File: src/rtl/mul_mod2np1_seq.sv
// Sequential multiplier modulo 2^width+1 on diminished-one operands, built as an
// MSB-first double-and-add loop around a single shared diminished-one adder.
package lau_pkg;
    typedef enum logic {FAST, SMALL} speed_e;
endpackage

// Diminished-one adder for nonzero operands: s' = a' + b' + ~carry (end-around).
module add_mod2np1 #(
    parameter int              width = 8,
    parameter lau_pkg::speed_e speed = lau_pkg::FAST
) (
    input  logic [width-1:0] a_i,
    input  logic [width-1:0] b_i,
    output logic [width-1:0] s_o
);
    logic [width:0] raw;

    assign raw = {1'b0, a_i} + {1'b0, b_i};

    generate
        if (speed == lau_pkg::FAST) begin : g_fast
            logic [width-1:0] inc;
            assign inc = raw[width-1:0] + {{(width-1){1'b0}}, 1'b1};
            assign s_o = raw[width] ? raw[width-1:0] : inc;
        end else begin : g_small
            assign s_o = raw[width-1:0] + {{(width-1){1'b0}}, ~raw[width]};
        end
    endgenerate
endmodule

module mul_mod2np1_seq #(
    parameter int              width = 8,
    parameter lau_pkg::speed_e speed = lau_pkg::FAST
) (
    input  logic             clk_i,
    input  logic             rst_ni,
    input  logic             flush_i,
    input  logic             in_valid_i,
    output logic             in_ready_o,
    input  logic [width-1:0] a_i,
    input  logic             a_zero_i,
    input  logic [width-1:0] b_i,
    input  logic             b_zero_i,
    output logic             out_valid_o,
    input  logic             out_ready_i,
    output logic [width-1:0] s_o,
    output logic             s_zero_o,
    output logic             busy_o
);
    // state | meaning
    // IDLE  | waiting for operands, in_ready_o high
    // DBL   | R = 2R (skipped while R is true zero)
    // ADD   | R = R + A when bit idx of the true B is set
    // DONE  | result held until out_ready_i
    typedef enum logic [1:0] {IDLE, DBL, ADD, DONE} state_t;

    localparam int IW = $clog2(width + 1);

    state_t           state;
    logic [width-1:0] r;
    logic             rz;
    logic [width-1:0] areg;
    logic [width:0]   bv;
    logic [IW-1:0]    idx;

    logic [width-1:0] add_b;
    logic [width-1:0] sum;
    logic [width-1:0] r_nxt;
    logic             rz_nxt;

    assign add_b = (state == ADD) ? areg : r;

    add_mod2np1 #(
        .width(width),
        .speed(speed)
    ) u_add (
        .a_i(r),
        .b_i(add_b),
        .s_o(sum)
    );

    // r + a == 2^width - 1 exactly when r is the bitwise complement of a; the
    // true sum is then p, i.e. zero, which the diminished adder cannot represent.
    always_comb begin
        r_nxt  = r;
        rz_nxt = rz;
        if (bv[idx]) begin
            if (rz) begin
                r_nxt  = areg;
                rz_nxt = 1'b0;
            end else if (&(r ^ areg)) begin
                r_nxt  = '0;
                rz_nxt = 1'b1;
            end else begin
                r_nxt = sum;
            end
        end
    end

    assign in_ready_o = (state == IDLE);
    assign busy_o     = (state == DBL) || (state == ADD);

    always_ff @(posedge clk_i or negedge rst_ni) begin
        if (!rst_ni) begin
            state       <= IDLE;
            r           <= '0;
            rz          <= 1'b0;
            areg        <= '0;
            bv          <= '0;
            idx         <= '0;
            s_o         <= '0;
            s_zero_o    <= 1'b0;
            out_valid_o <= 1'b0;
        end else if (flush_i) begin
            state       <= IDLE;
            out_valid_o <= 1'b0;
        end else begin
            case (state)
                IDLE: begin
                    if (in_valid_i) begin
                        areg <= a_i;
                        bv   <= {1'b0, b_i} + {{width{1'b0}}, 1'b1};
                        if (a_zero_i || b_zero_i) begin
                            s_o         <= '0;
                            s_zero_o    <= 1'b1;
                            out_valid_o <= 1'b1;
                            state       <= DONE;
                        end else begin
                            r     <= '0;
                            rz    <= 1'b1;
                            idx   <= IW'(width);
                            state <= DBL;
                        end
                    end
                end
                DBL: begin
                    if (!rz) begin
                        r <= sum;
                    end
                    state <= ADD;
                end
                ADD: begin
                    r  <= r_nxt;
                    rz <= rz_nxt;
                    if (idx == '0) begin
                        s_o         <= r_nxt;
                        s_zero_o    <= rz_nxt;
                        out_valid_o <= 1'b1;
                        state       <= DONE;
                    end else begin
                        idx   <= idx - IW'(1);
                        state <= DBL;
                    end
                end
                DONE: begin
                    if (out_ready_i) begin
                        out_valid_o <= 1'b0;
                        state       <= IDLE;
                    end
                end
                default: state <= IDLE;
            endcase
        end
    end
endmodule
File: config.mk
export PLATFORM = sky130hd
export DESIGN_NAME = mul_mod2np1_seq
export DESIGN_NICKNAME = d
export VERILOG_FILES = /design/src/rtl/mul_mod2np1_seq.sv
export SDC_FILE = /design/constraint.sdc
export NUM_CORES = 1
export LEC_CHECK = 0
export CAP_MARGIN = 20
export CORE_ASPECT_RATIO = 1.2
export CORE_UTILIZATION = 30
export DETAILED_ROUTE_END_ITERATION = 12
export PLACE_DENSITY_LB_ADDON = 0.08
export REMOVE_ABC_BUFFERS = 1
export SLEW_MARGIN = 15
export SYNTH_ARGS = -nofsm -noshare
export SYNTH_HDL_FRONTEND = slang
export SYNTH_SLANG_ARGS = --single-unit
File: constraint.sdc
create_clock -name clk_i -period 5.6 [get_ports clk_i]
set_input_delay 1.12 -clock clk_i [delete_from_list [all_inputs] [get_ports clk_i]]
set_output_delay 1.12 -clock clk_i [all_outputs]
set_load 0.02 [all_outputs]
==> impl_metrics.json, run 1 <==
{
  "die_area_sq_mm": 0.01045,
  "mostFrequentLayoutCells": "42 x dfrtp_1, 40 x nand2_1, 33 x clkdlybuf4s50_1",
  "via_per_inst": 5.136,
  "max_freq_ghz": 0.2808,
  "wire_per_inst_um": 15.81,
  "io_pins": 35,
  "seq_area_frac_synth": 0.3488,
  "fin_tns_setup_ns": 0,
  "layout-drive-gt1-share": 0.1271,
  "critPathCapture": "s_o[4]",
  "crit_start": "state[0]",
  "ys_warn_count": 0,
  "finalHoldViolCount": 0,
  "first_global_vias": 2440,
  "rsz0062_at_grt": "no",
  "antenna_found_initial": 0,
  "slew_headroom": 0.4611,
  "hp-class": "flip-flop to flip-flop",
  "dieWidth_um": 93.48,
  "worst_slack_ns": 2.039,
  "ys.flop_type": "dfrtp_1",
  "period_minus_slack_ns": 3.561,
  "clkTransAtPathRegs_ns": 0.07,
  "grt_util_all_layers": 0.1592,
  "placed_cells": 476,
  "grt_max_degree": 43,
  "cts_made_buffers": 5,
  "initial_core_util": 0.3118,
  "synthArstFlopShare": 1.000,
  "htreeDepth": 2,
  "skew_ns": 0.008770,
  "outcome": "complete, no violations",
  "r2r_cells": 12,
  "final_cells": 485,
  "std_cell_rows": 39,
  "max-cap-violations": 0,
  "pre_cts_ws_ns": 2.033,
  "area_delta_synth_final_pct": 20.76,
  "synth_area_per_cell_sq_um": 9.158,
  "worstMarginPinSlew_ns": 0.8084,
  "syn_inst": 329,
  "regToRegSetupSlack_ns": 2.04,
  "synth_edf_count": 0,
  "overflow": 0,
  "synthesis.area_sq_mm": 0.003013,
  "period_share": 0.6359,
  "grt_pass1_wl_um": 12970,
  "r2r_start": "state[0]",
  "ys_ff_latch": 42,
  "insertion_delay_ns": 0.28,
  "numPortBuffers": 34,
  "fp.dieH_um": 111.8,
  "core_area_sq_mm": 0.009662,
  "cts.sinks": 42,
  "crit_required_ns": 5.79,
  "startpoint_type": "flip-flop",
  "drt_iter0_markers": 93,
  "fin_util": 0.3766,
  "regToRegEndpoint": "s_o[4]",
  "cts-root-buf": "clkbuf_16",
  "yosysUniqueCellTypes": 52,
  "peakVddDrop_mv": 0.1750,
  "endpoint_kind": "flip-flop",
  "dp_hpwl_um": 5932,
  "arrival_ns": 3.75,
  "power.total_w": 0.001936,
  "post_cts_buffers": 0,
  "clockBufferDepth": 2,
  "drc": 0,
  "gp_congestion": 0.8521,
  "critPathKind": "flip-flop to flip-flop",
  "critPathMaxFanout": 24,
  "wirelength_um": 7669,
  "vias": 2491,
  "fillers": 998,
  "fin_nets": 402,
  "drv_slew": 0,
  "cts_resized": 0,
  "finalSetupViolCount": 0,
  "n_antenna_cell": 0,
  "detail-route-antenna-nets": 0,
  "first_pass_iters": 4,
  "cts_tree": "built",
  "leakage_nw": 1.478,
  "final_common_cell": "dfrtp_1",
  "powerDensity_mw_per_mm2": 532.2,
  "cts_hold_repair.buffers": 0
}
## stage by stage
step | hold WS (ns) | cell area (sq um)
after floorplan | 0.4492 | 2960
after global placement | 0.4637 | 3465
after detailed placement | 0.4694 | 3476
after CTS | 0.4852 | 3618
after global routing | 0.5067 | 3638
final | 0.4802 | 3638
## worst min-delay path by stage
stage / startpoint / endpoint / slack (ns) / cells after the start
3_5_place_dp: bv[4] / bv[4] / 0.47 / 2
2_1_floorplan: bv[0] / bv[0] / 0.45 / 2
3_3_place_gp: bv[4] / bv[4] / 0.46 / 2
4_1_cts: bv[4] / bv[4] / 0.49 / 2
5_1_grt: bv[4] / bv[4] / 0.51 / 2
6_report: bv[4] / bv[4] / 0.48 / 2
## synthesized netlist by cell type, drive strengths merged, types with 4 or more instances
| cell | number | area share |
|---|---|---|
| dfrtp | 42 | 0.35 |
| nand2 | 40 | 0.050 |
| o21ai | 34 | 0.059 |
| nor2 | 23 | 0.029 |
| mux2 | 19 | 0.071 |
| xnor2 | 19 | 0.055 |
| ha | 17 | 0.071 |
| a21oi | 12 | 0.020 |
| clkbuf | 10 | 0.012 |
| inv | 9 | 0.011 |
| nand3 | 9 | 0.017 |
| o211ai | 9 | 0.022 |
| mux2i | 8 | 0.027 |
| and3 | 6 | 0.014 |
| nor2b | 6 | 0.012 |
| xor2 | 6 | 0.017 |
| nand2b | 5 | 0.010 |
| a211oi | 4 | 0.013 |
| nor3 | 4 | 0.0066 |
| nor4 | 4 | 0.015 |
## critical path, stage by stage, from the launching register on
cell	delay [ns]
dfrtp_1	0.40
inv_1	0.14
ha_1	0.21
buf_4	0.29
mux2_2	0.37
ha_1	0.34
a211oi_2	0.34
nor3_1	0.19
nor4b_2	0.40
nand2_1	0.12
xnor2_1	0.25
a21boi_0	0.13
o31ai_1	0.26
## power by group
part | internal (W) | switching, W
clock network | 0.000165 | 0.000121
registers | 0.000420 | 0.000144
logic | 0.000486 | 0.000600
## kinds of logic (layout without fill, tap and decap cells)
logic type                 after synthesis  in the layout  share of synthesized area
xor gates and xnor gates                25             25                    0.07267
AOI/OAI and AO/OA                       82             82                     0.1765
buffers and inverters                   22             55                    0.02865
and+or+nand+nor                        113            113                     0.1985
adders and majority gates               18             18                    0.07724
muxes                                   27             27                    0.09759
DFF                                     42             42                     0.3488
## layout make-up
| class | instances | area, sq um | area share |
|---|---|---|---|
| clock inverters | 2 | 13.76 | 0.003783 |
| multi-input cells | 265 | 1876 | 0.5155 |
| repair buffers | 38 | 381.6 | 0.1049 |
| inverters | 9 | 33.78 | 0.009285 |
| well taps | 123 | 153.9 | 0.04230 |
| flip-flops and latches | 42 | 1051 | 0.2889 |
| clock buffers | 6 | 128.9 | 0.03542 |
## registers in the layout, summed over array words and instances (netlist names)
register	count
bv	9
state	2
s_zero_o	1
idx	4
out_valid_o	1
s_o	8
areg	8
r	8
rz	1
## per-layer routing
layer / part of all wire / vias up / GRT usage
met5: 0 / - / 0
met4: 0.025 / 0 / 0.06974
met3: 0.031 / 15 / 0.02254
met2: 0.49 / 43 / 0.2618
met1: 0.45 / 1181 / 0.2059
li1: - / 1252 / -
Power figures use the tool's default switching activity.
==> run 2, diff against run 1 <==
==> constraint.sdc (replaced) <==
create_clock -name clk_i -period 3.2 [get_ports clk_i]
set_input_delay 0.64 -clock clk_i [delete_from_list [all_inputs] [get_ports clk_i]]
set_output_delay 0.64 -clock clk_i [all_outputs]
set_load 0.02 [all_outputs]
==> impl_metrics.json, run 2 (synthesis results as in run 1) <==
{
  "drv_slew": 0,
  "r2r_start": "state[0]",
  "seq_area_sq_mm": 0.001051,
  "wire_per_inst_um": 15.95,
  "path_depth": 13,
  "n_antenna_cell": 0,
  "htreeDepth": 2,
  "r2r_cells": 13,
  "skew_ns": 0.005091,
  "area_delta_synth_final_pct": 35.63,
  "cts_made_buffers": 5,
  "initial_core_util": 0.3118,
  "outcome": "complete, no violations",
  "critPathKind": "flip-flop to flip-flop",
  "gp_congestion": 0.7731,
  "period_share": 0.9700,
  "top_layer": "met4",
  "regToRegSetupSlack_ns": 0.1,
  "placed_cells": 502,
  "hp-class": "primary input to async pin",
  "endpoint_kind": "flip-flop",
  "pre_cts_ws_ns": -0.1670,
  "final_common_cell": "dfrtp_1",
  "first_pass_iters": 4,
  "drt_iter0_markers": 111,
  "numPortBuffers": 34,
  "critPathBufInv": 3,
  "peakVddDrop_mv": 0.3837,
  "cp_top_family": "simple AND/OR/NAND/NOR gates",
  "grt_max_degree": 43,
  "critPathCapture": "r[7]",
  "cts_hold_repair.buffers": 0,
  "crit_start": "state[0]",
  "largest_register_ffs": 9,
  "place_area_sq_mm": 0.003667,
  "worstMarginPinSlew_ns": 0.8313,
  "final_cells": 515,
  "final_area_sq_mm": 0.004086,
  "slew_headroom": 0.4458,
  "powerDensity_mw_per_mm2": 981.9,
  "finalHoldViolCount": 0,
  "arrival_ns": 3.27,
  "dp_hpwl_um": 6096,
  "vias": 2610,
  "cts_tree": "built",
  "detail-route-antenna-nets": 0,
  "grt_util_all_layers": 0.1601,
  "max-cap-violations": 0,
  "core_area_sq_mm": 0.009662,
  "clkTransAtPathRegs_ns": 0.06,
  "leakage_nw": 1.702,
  "fillers": 960,
  "wirelength_um": 8214,
  "startpoint_type": "flip-flop",
  "wl_met3_um": 203,
  "routed-wl-met2_um": 4155,
  "fin_nets": 433,
  "top_register": "bv",
  "std_cell_rows": 39,
  "drc": 0,
  "antenna_found_initial": 0,
  "wl_met1_um": 3747,
  "dieWidth_um": 93.48,
  "cp_cell_sequence": "inv_2 -> ha_4 -> buf_6 -> mux2_2 -> ha_4 -> a211oi_4 -> or4b_1 -> nand4b_2 -> nand4_2 -> buf_6 -> xnor2_2 -> a32oi_2 -> o21ai_2",
  "regToRegEndpoint": "r[7]",
  "critPathMaxFanout": 7,
  "crit_required_ns": 3.37,
  "max_freq_ghz": 0.3222,
  "insertion_delay_ns": 0.28,
  "cts.sinks": 42,
  "first_global_vias": 2576,
  "multiInputGateArea_sq_mm": 0.002057,
  "fp.dieH_um": 111.8,
  "die_area_sq_mm": 0.01045,
  "via_per_inst": 5.068,
  "critPathMaxStageDelay_ns": 0.53,
  "finalSetupViolCount": 0,
  "io_pins": 35,
  "worst_slack_ns": 0.09613,
  "clockBufferDepth": 2,
  "layout-drive-gt1-share": 0.2526,
  "cts-root-buf": "clkbuf_16",
  "period_minus_slack_ns": 3.104,
  "critPathSlowestCell": "or4b_1",
  "overflow": 0,
  "grt_pass1_wl_um": 13100,
  "mostFrequentLayoutCells": "42 x dfrtp_1, 39 x nand2_1, 33 x clkdlybuf4s50_1"
}
run 2: cell count changes in the layout (fill, tap and decap cells not counted), sizes merged:
cell / change
bufinv: +1
buf: +31
clkinv: -2
run 2: area by class of cell:
class,count,share of cell area
clock buffers,6,0.03399
clock inverters,1,0.007348
inverters,9,0.008267
multi-input cells,265,0.5034
flip-flops and latches,42,0.2572
well taps,123,0.03766
repair buffers,69,0.1522
run 2: where the power goes:
| part | internal [W] | switching [W] |
|---|---|---|
| sequential | 0.000735 | 0.000253 |
| clock | 0.000385 | 0.000208 |
| combinational | 0.00122 | 0.00121 |
| total | 0.00234 | 0.00167 |
run 2: through the flow:
step           power (W)  setup TNS [ns]  utilization  hold WS (ns)
6_report        0.004012               0       0.4229        0.3236
3_3_place_gp    0.003174         -0.4571       0.3796        0.4603
4_1_cts         0.003865     -0.00005351       0.4056        0.4895
5_1_grt         0.004310        -0.08658       0.4229        0.3510
3_5_place_dp    0.003180         -0.9001       0.3796        0.4729
2_1_floorplan   0.002314          -5.147            -        0.3444
run 2: repair_timing:
item	in CTS	in global routing
pin swaps	10	17
endpoints found under the setup margin	14	15
buffers inserted	2	3
cloned	0	0
resized for setup	14	24
run 2: how the worst min path moves through the flow:
stage	from	to	slack [ns]
6_report	rst_ni	s_o[1]	0.32
5_1_grt	rst_ni	out_valid_o	0.35
4_1_cts	s_o[0]	s_o[0]	0.49
3_5_place_dp	s_o[0]	s_o[0]	0.47
3_3_place_gp	bv[4]	bv[4]	0.46
2_1_floorplan	rst_ni	areg[0]	0.34
run 2: layer usage:
layer	GRT usage	vias up
met4	0.05436	0
met1	0.2067	1257
met3	0.02049	6
met5	0	-
li1	-	1306
met2	0.2730	41
==> run 3, diff against run 2 <==
--- a/config.mk
+++ b/config.mk
@@ -7,6 +7,7 @@
 export LEC_CHECK = 0
 export CAP_MARGIN = 20
 export CORE_ASPECT_RATIO = 1.2
+export CORE_MARGIN = 2
 export CORE_UTILIZATION = 30
 export DETAILED_ROUTE_END_ITERATION = 12
 export PLACE_DENSITY_LB_ADDON = 0.08
==> impl_metrics.json, run 3 (synthesis results as in run 1) <==
{
  "outcome": "complete, no violations",
  "endpoint_kind": "flip-flop",
  "first_global_vias": 2661,
  "critPathMaxFanout": 4,
  "top_register": "bv",
  "grt_max_degree": 43,
  "first_pass_iters": 4,
  "period_minus_slack_ns": 3.053,
  "cts-root-buf": "clkbuf_16",
  "period_share": 0.9542,
  "clockBufferDepth": 2,
  "critPathKind": "flip-flop to flip-flop",
  "placed_cells": 508,
  "finalSetupViolCount": 0,
  "drc": 0,
  "layout-drive-gt1-share": 0.2449,
  "critPathSlowestCell": "fa_2",
  "wirelength_um": 8080,
  "numPortBuffers": 34,
  "dp_hpwl_um": 6171,
  "drv_slew": 0,
  "switching_power_w": 0.001666,
  "grt_util_all_layers": 0.1579,
  "largest_register_ffs": 9,
  "max-cap-violations": 0,
  "fin_util": 0.4104,
  "max_freq_ghz": 0.3275,
  "wire_per_inst_um": 15.60,
  "crit_top_cell": "ha_4",
  "slew_headroom": 0.4347,
  "hp-class": "primary input to async pin",
  "insertion_delay_ns": 0.28,
  "area_delta_synth_final_pct": 34.97,
  "final_cells": 518,
  "cts_hold_repair.buffers": 0,
  "via_per_inst": 5.125,
  "std_cell_rows": 40,
  "n_antenna_cell": 0,
  "critPathMaxStageDelay_ns": 0.39,
  "final_common_cell": "dfrtp_1",
  "peakVddDrop_mv": 0.3521,
  "core_area_sq_mm": 0.009910,
  "finalHoldViolCount": 0,
  "fin_nets": 432,
  "fp.dieH_um": 113.8,
  "cts_made_buffers": 5,
  "regToRegSetupSlack_ns": 0.15,
  "io_pins": 35,
  "drt_iter0_markers": 155,
  "overflow": 0,
  "power.total_w": 0.003977,
  "initial_core_util": 0.3040,
  "fin_tns_setup_ns": 0,
  "mostFrequentLayoutCells": "42 x dfrtp_1, 40 x nand2_1, 33 x clkdlybuf4s50_1",
  "grt_pass1_wl_um": 13370,
  "detail-route-antenna-nets": 0,
  "regToRegEndpoint": "r[7]",
  "cts_tree": "built",
  "powerDensity_mw_per_mm2": 978.1,
  "cp_cell_sequence": "inv_2 -> ha_4 -> mux2_4 -> ha_4 -> fa_2 -> a211oi_4 -> nor2_2 -> nor4_4 -> nand4_2 -> buf_4 -> xnor2_1 -> a32oi_1 -> o21ai_2",
  "skew_ns": 0.004477,
  "cellInternalPower_w": 0.002311,
  "power_frac_comb": 0.607,
  "worstMarginPinSlew_ns": 0.8480,
  "leakage_nw": 1.678,
  "r2r_cells": 13,
  "clkTransAtPathRegs_ns": 0.06,
  "p_seq_frac": 0.247,
  "r2r_start": "state[0]",
  "hold_ws_ns": 0.2346,
  "cts.sinks": 42,
  "pwr-share-clk": 0.146,
  "vias": 2655,
  "p_sw_frac": 0.4190,
  "dieWidth_um": 95.48,
  "rsz0062_at_grt": "yes",
  "startpoint_type": "flip-flop",
  "arrival_ns": 3.22,
  "die_area_sq_mm": 0.01086,
  "crit_required_ns": 3.37,
  "gp_congestion": 0.8440,
  "antenna_found_initial": 0,
  "htreeDepth": 2
}
-- run 3: power groups by stage --
stage	logic, W	registers [W]	clock network, W
after detailed placement	0.00221	0.000987	0
after global routing	0.00267	0.00102	0.000623
final	0.00241	0.000982	0.000581
after CTS	0.00227	0.000978	0.000597
after floorplan	0.00136	0.000953	0
after global placement	0.00220	0.000988	0
-- run 3: worst max path at each step --
stage / start / end / slack [ns] / cells after the start
2_1_floorplan: state[0] / s_o[7] / -0.49 / 12
3_3_place_gp: state[0] / s_o[2] / -0.09 / 12
3_5_place_dp: state[0] / s_o[4] / -0.13 / 12
4_1_cts: state[0] / s_o[7] / 0.01 / 12
5_1_grt: state[0] / r[7] / -0.03 / 14
6_report: state[0] / r[7] / 0.15 / 13
-- run 3: critical path: cells and delay by family, from the launching register on --
family | cells | cell delay (ns)
xor+xnor | 1 | 0.13
compound gates | 3 | 0.64
flops | 1 | 0.38
mux | 1 | 0.31
simple gates | 3 | 0.51
buf+inv | 2 | 0.25
fa+ha+maj | 3 | 0.71
-- run 3: area by class of cell --
type | count | area [sq um]
clock buffer | 6 | 128.9
clock inverter | 2 | 37.54
fill | 1011 | 5843
inverter | 9 | 33.78
multi-input combinational | 265 | 2051
sequential | 42 | 1051
tap | 126 | 157.7
timing repair buffer | 68 | 606.8
-- run 3: routing by layer --
metal,track usage,up-vias,share of wire
met5,0,-,0
met4,0.05810,0,0.020
met3,0.01849,13,0.028
met2,0.2685,56,0.50
met1,0.2044,1281,0.45
li1,-,1305,-
-- run 3: metrics by stage --
stage	area, sq um	setup slack [ns]
4_1_cts	3914	0.01413
2_1_floorplan	2960	-0.4853
3_3_place_gp	3694	-0.08752
3_5_place_dp	3694	-0.1314
5_1_grt	4066	-0.03121
6_report	4066	0.1465
-- run 3: repair_timing --
action,in CTS,in global routing
setup buffers,0,1
pin swaps,8,16
resized for setup,13,22
setup endpoints to repair,14,16
==> patch 1, RTL diff (flow settings as in run 3) <==
Encoding of `state_t`: now Gray code (2 bits for 4 states).
--- a/src/rtl/mul_mod2np1_seq.sv
+++ b/src/rtl/mul_mod2np1_seq.sv
@@ -52,7 +52,7 @@
     // DBL   | R = 2R (skipped while R is true zero)
     // ADD   | R = R + A when bit idx of the true B is set
     // DONE  | result held until out_ready_i
-    typedef enum logic [1:0] {IDLE, DBL, ADD, DONE} state_t;
+    typedef enum logic [1:0] {IDLE = 2'b00, DBL = 2'b01, ADD = 2'b11, DONE = 2'b10} state_t;
 
     localparam int IW = $clog2(width + 1);
 
Behaviour: same outputs for any inputs over 10 cycles, from zero or initial values and one cycle with rst_ni low; not proved beyond that.
==> patch 1 against run 3 <==
Cell area grew 9.3%; clock power down 10%; worst setup slack got worse by 140 ps; routed wire length rose by 14%; total power shrank 11%; sequential cell count is the same; synthesized area up 2.0%; final cell count rose by 5.2%; critical path type unchanged; critical endpoint is now r[3]; largest cell class unchanged; highest routed layer unchanged.
==> patch 1: results (changes against run 3) <==
metric,value,unit,change
reg2reg_to,r[3],,
drt_iter0_markers,128,,-17%
grt_pass1_vias,2900,,+9.0%
cts_setup_buffers,1,,+1
top_register,bv,,
vias_per_cell,5.16,,+0.59%
r2r_start,state[1],,
synthTopCellsByArea,"dfrtp_1, ha_1, mux2_2",,
reg2reg_slack,3,ps,-140 ps
track_usage,17.8,%,+2.0 points
reg2reg_depth,14,,+1
cts_max_level,2,,unchanged
peakVddDrop,0.000337,V,-4.2%
cp_slowest_cell,dfrtp_1,,
nets,460,,+6.5%
sw_frac_of_total,41.4,%,-0.45 points
whs,273,ps,+38.8 ps
dp_cells,530,,+4.3%
synth-compound-area-share,19.3,%,+1.6 points
root_buffer,clkbuf_16,,
synthMuxAreaShare,11.0,%,+1.3 points
yosysUniqueCellTypes,63,,+21%
synth_fa_ha_area_share,7.98,%,+0.26 points
post_drt_wl_per_cell,17.0,um,+8.8%
p_leak,1.86,nW,+11%
postSynthCellCount,326,,-0.91%
tightest_slew,805,ps,-43.3 ps
port_buffers,34,,unchanged
synth.yosys.seq_area_share,34.2,%,-0.68 points
synth_xor_area_share,6.15,%,-1.1 points
cp_max_fo,7,,+3
clock_skew,3.94,ps,-0.540 ps
layout-drive-gt1-share,33.7,%,+9.2 points
grt_first_pass_wirelength,14700,um,+10%
ctsResizeCount,12,,-1
place_ws,-174,ps,-42.6 ps
globalplace.congestion,0.812,,-3.8%
cp_top_family,compound AO/OA/AOI/OAI gates,,
dp_hpwl,7120,um,+15%
status,"finished, final reports clean",,
critPathArrivalTime,3370,ps,+150 ps
fin_cells,545,,+5.2%
synthTopCellsByCount,"nand2_1, dfrtp_1, o21ai_0, mux2_2, ha_1",,
clk_pin_slew_worst_paths,60,ps,about the same
[patch 1: changes by cell type after synthesis, moves of 4 or more]
cell      change
nand3_1       +8
o211ai_1      -7
xnor2_1      -11
nor2b_1       -4
xor2_1        +5
mux2i_1       -6
nor2_1        -9
and2_1        +6
[patch 1: final cells by class]
cell class	instances	area [um2]
well taps	126	158
multi-input cells	265	2240
repair buffers	95	810
flip-flops and latches	42	1050
clock inverters	3	23.8
fillers	1008	5560
inverters	9	33.8
clock buffers	5	125
[patch 1: per-layer routing]
metal	routed length, um	global-route usage (%)	vias up
li1	-	-	1386
met1	3830	21.0	1349
met4	442	9.48	0
met5	0	0	-
met3	220	2.56	27
met2	4760	30.7	48
[patch 1: worst max-delay path by stage]
stage	slack (ps)	to	start	cells past startpoint
global route	-120	r[4]	state[1]	11
floorplan	-320	r[4]	state[0]	10
detailed placement	-170	r[4]	state[1]	10
finish	3	r[3]	state[1]	14
global placement	-130	r[4]	state[0]	10
CTS	-40	r[4]	state[0]	11
[patch 1: cells by family after synthesis]
group / Yosys count
fa+ha+maj: 19
flops: 42
mux: 26
buf+inv: 19
simple gates: 115
xor+xnor: 20
compound gates: 85
[patch 1: power by group through the flow]
stage	registers, mW	clock network (mW)	logic, mW
2_1_floorplan	0.857	0	1.07
3_3_place_gp	0.842	0	1.88
6_report	0.830	0.523	2.19
5_1_grt	0.857	0.560	2.40
3_5_place_dp	0.843	0	1.88
4_1_cts	0.835	0.536	1.95
[patch 1: stage by stage]
step	instance area, um2	total power, mW	util, %	setup TNS, ps
detailed placement	3930	2.72	39.2	-1120
global route	4450	3.82	44.4	-652
finish	4450	3.54	44.4	0
global placement	3930	2.72	39.2	-643
CTS	4160	3.32	41.6	-65.9
floorplan	3030	1.92	-	-1450
==> patch 2, RTL diff (flow settings as in run 3) <==
Without the edit above. `width` is set to 8 in 2 places; all go to 16.
--- a/src/rtl/mul_mod2np1_seq.sv
+++ b/src/rtl/mul_mod2np1_seq.sv
@@ -6,7 +6,7 @@
 
 // Diminished-one adder for nonzero operands: s' = a' + b' + ~carry (end-around).
 module add_mod2np1 #(
-    parameter int              width = 8,
+    parameter int              width = 16,
     parameter lau_pkg::speed_e speed = lau_pkg::FAST
 ) (
     input  logic [width-1:0] a_i,
@@ -29,7 +29,7 @@
 endmodule
 
 module mul_mod2np1_seq #(
-    parameter int              width = 8,
+    parameter int              width = 16,
     parameter lau_pkg::speed_e speed = lau_pkg::FAST
 ) (
     input  logic             clk_i,
Interface: changed (resized a_i, b_i and s_o); port bits go from 35 to 59. The function was not compared with the original's and may differ.
==> patch 2 against run 3 <==
The run now ends with setup timing left; routed wire length increased by 130%; cell area increased by 110%; die area is 80% higher; count of clock-buffer cells in the layout increased by 3; worst setup slack lost 690 ps; combinational power grew to 3.0 times the old value; sequential cell count up 33; total power rose to 2.5 times the old value; synthesized area is 84% higher; core utilization rose by 5.4 points; largest cell class unchanged.
==> patch 2: results (changes against run 3) <==
metric,value,unit,change
status,"complete, but fails checks",,
violations,setup timing,,
largest_reg_flops,17,,+8
vias_per_cell,5.17,,+0.95%
route.met3.wl,581,um,+160%
grt_max_degree,76,,+77%
n_all_inverters,23,,+14
drt_iter0_markers,217,,+40%
port_buffers,58,,+71%
layout-drive-gt1-share,35.6,%,+11 points
fillers,1725,,+71%
dr_total_vias,5438,,+100%
cts_max_level,3,,+1
dp_hpwl,13400,um,+120%
grt_util_met1,23.1,%,+2.7 points
yosysUniqueCellTypes,65,,+25%
met1Wirelength,7710,um,+110%
p_leak,3.47,nW,+110%
synthTopCellsByCount,"nand2_1, dfrtp_1, o21ai_0, xnor2_1, mux2_2",,
critPathArrivalTime,3940,ps,+720 ps
ys_ff_latch,75,,+79%
synth.yosys.seq_area_share,33.9,%,-0.99 points
nets,889,,+110%
clock_tree_area_fraction,3.75,%,-0.34 points
finalSetupViolations,32,,+32
cp_max_fo,12,,+8
cts_setup_buffers,16,,+16
use_met2,35.5,%,+8.7 points
grt_pass1_vias,5551,,+110%
cts_made_buffers,9,,+4
ctsResizeCount,96,,+83
reg2reg_depth,16,,+3
synthTopCellsByArea,"dfrtp_1, mux2_2, o21ai_0",,
post-route-worst-setup-slack,-540,ps,-687 ps
postSynthCellCount,637,,+94%
pg_seq,1.72,mW,+75%
buffers,206,,+200%
dr_wl_met2,9850,um,+140%
wirelength,18600,um,+130%
powerComb,7.19,mW,+200%
seq_area_share,22.4,%,-3.5 points
tightest_slew,662,ps,-186 ps
cp_top_family,compound AO/OA/AOI/OAI gates,,
dp_cells,1007,,+98%
-- patch 2: final timing paths --
path | startpoint | slack [ps] | to
hold reg to reg | bv[11] | 470 | bv[11]
hold / removal | rst_ni | 230 | s_o[3]
setup reg to reg | state[1] | -540 | r[1]
max in group asynchronous | rst_ni | 2360 | state[1]
min in group clk_i | bv[11] | 470 | bv[11]
setup / recovery | state[1] | -540 | r[1]
-- patch 2: logic make-up after synthesis --
kind of cell               after synthesis  synth area share (%)
xor gates and xnor gates                57                  9.15
adders and majority gates               27                  6.24
AOI/OAI and AO/OA                      182                  20.8
buffers and inverters                   54                  3.73
and+or+nand+nor                        204                  17.9
DFF                                     75                  33.9
muxes                                   38                  8.27
-- patch 2: per-stage QoR --
step | setup WS (ps) | area (um2) | utilization [%]
5_1_grt | -696 | 8400 | 46.4
4_1_cts | -505 | 8090 | 44.7
2_1_floorplan | -1240 | 5420 | -
6_report | -540 | 8400 | 46.4
3_3_place_gp | -789 | 7190 | 39.7
3_5_place_dp | -852 | 7190 | 39.7
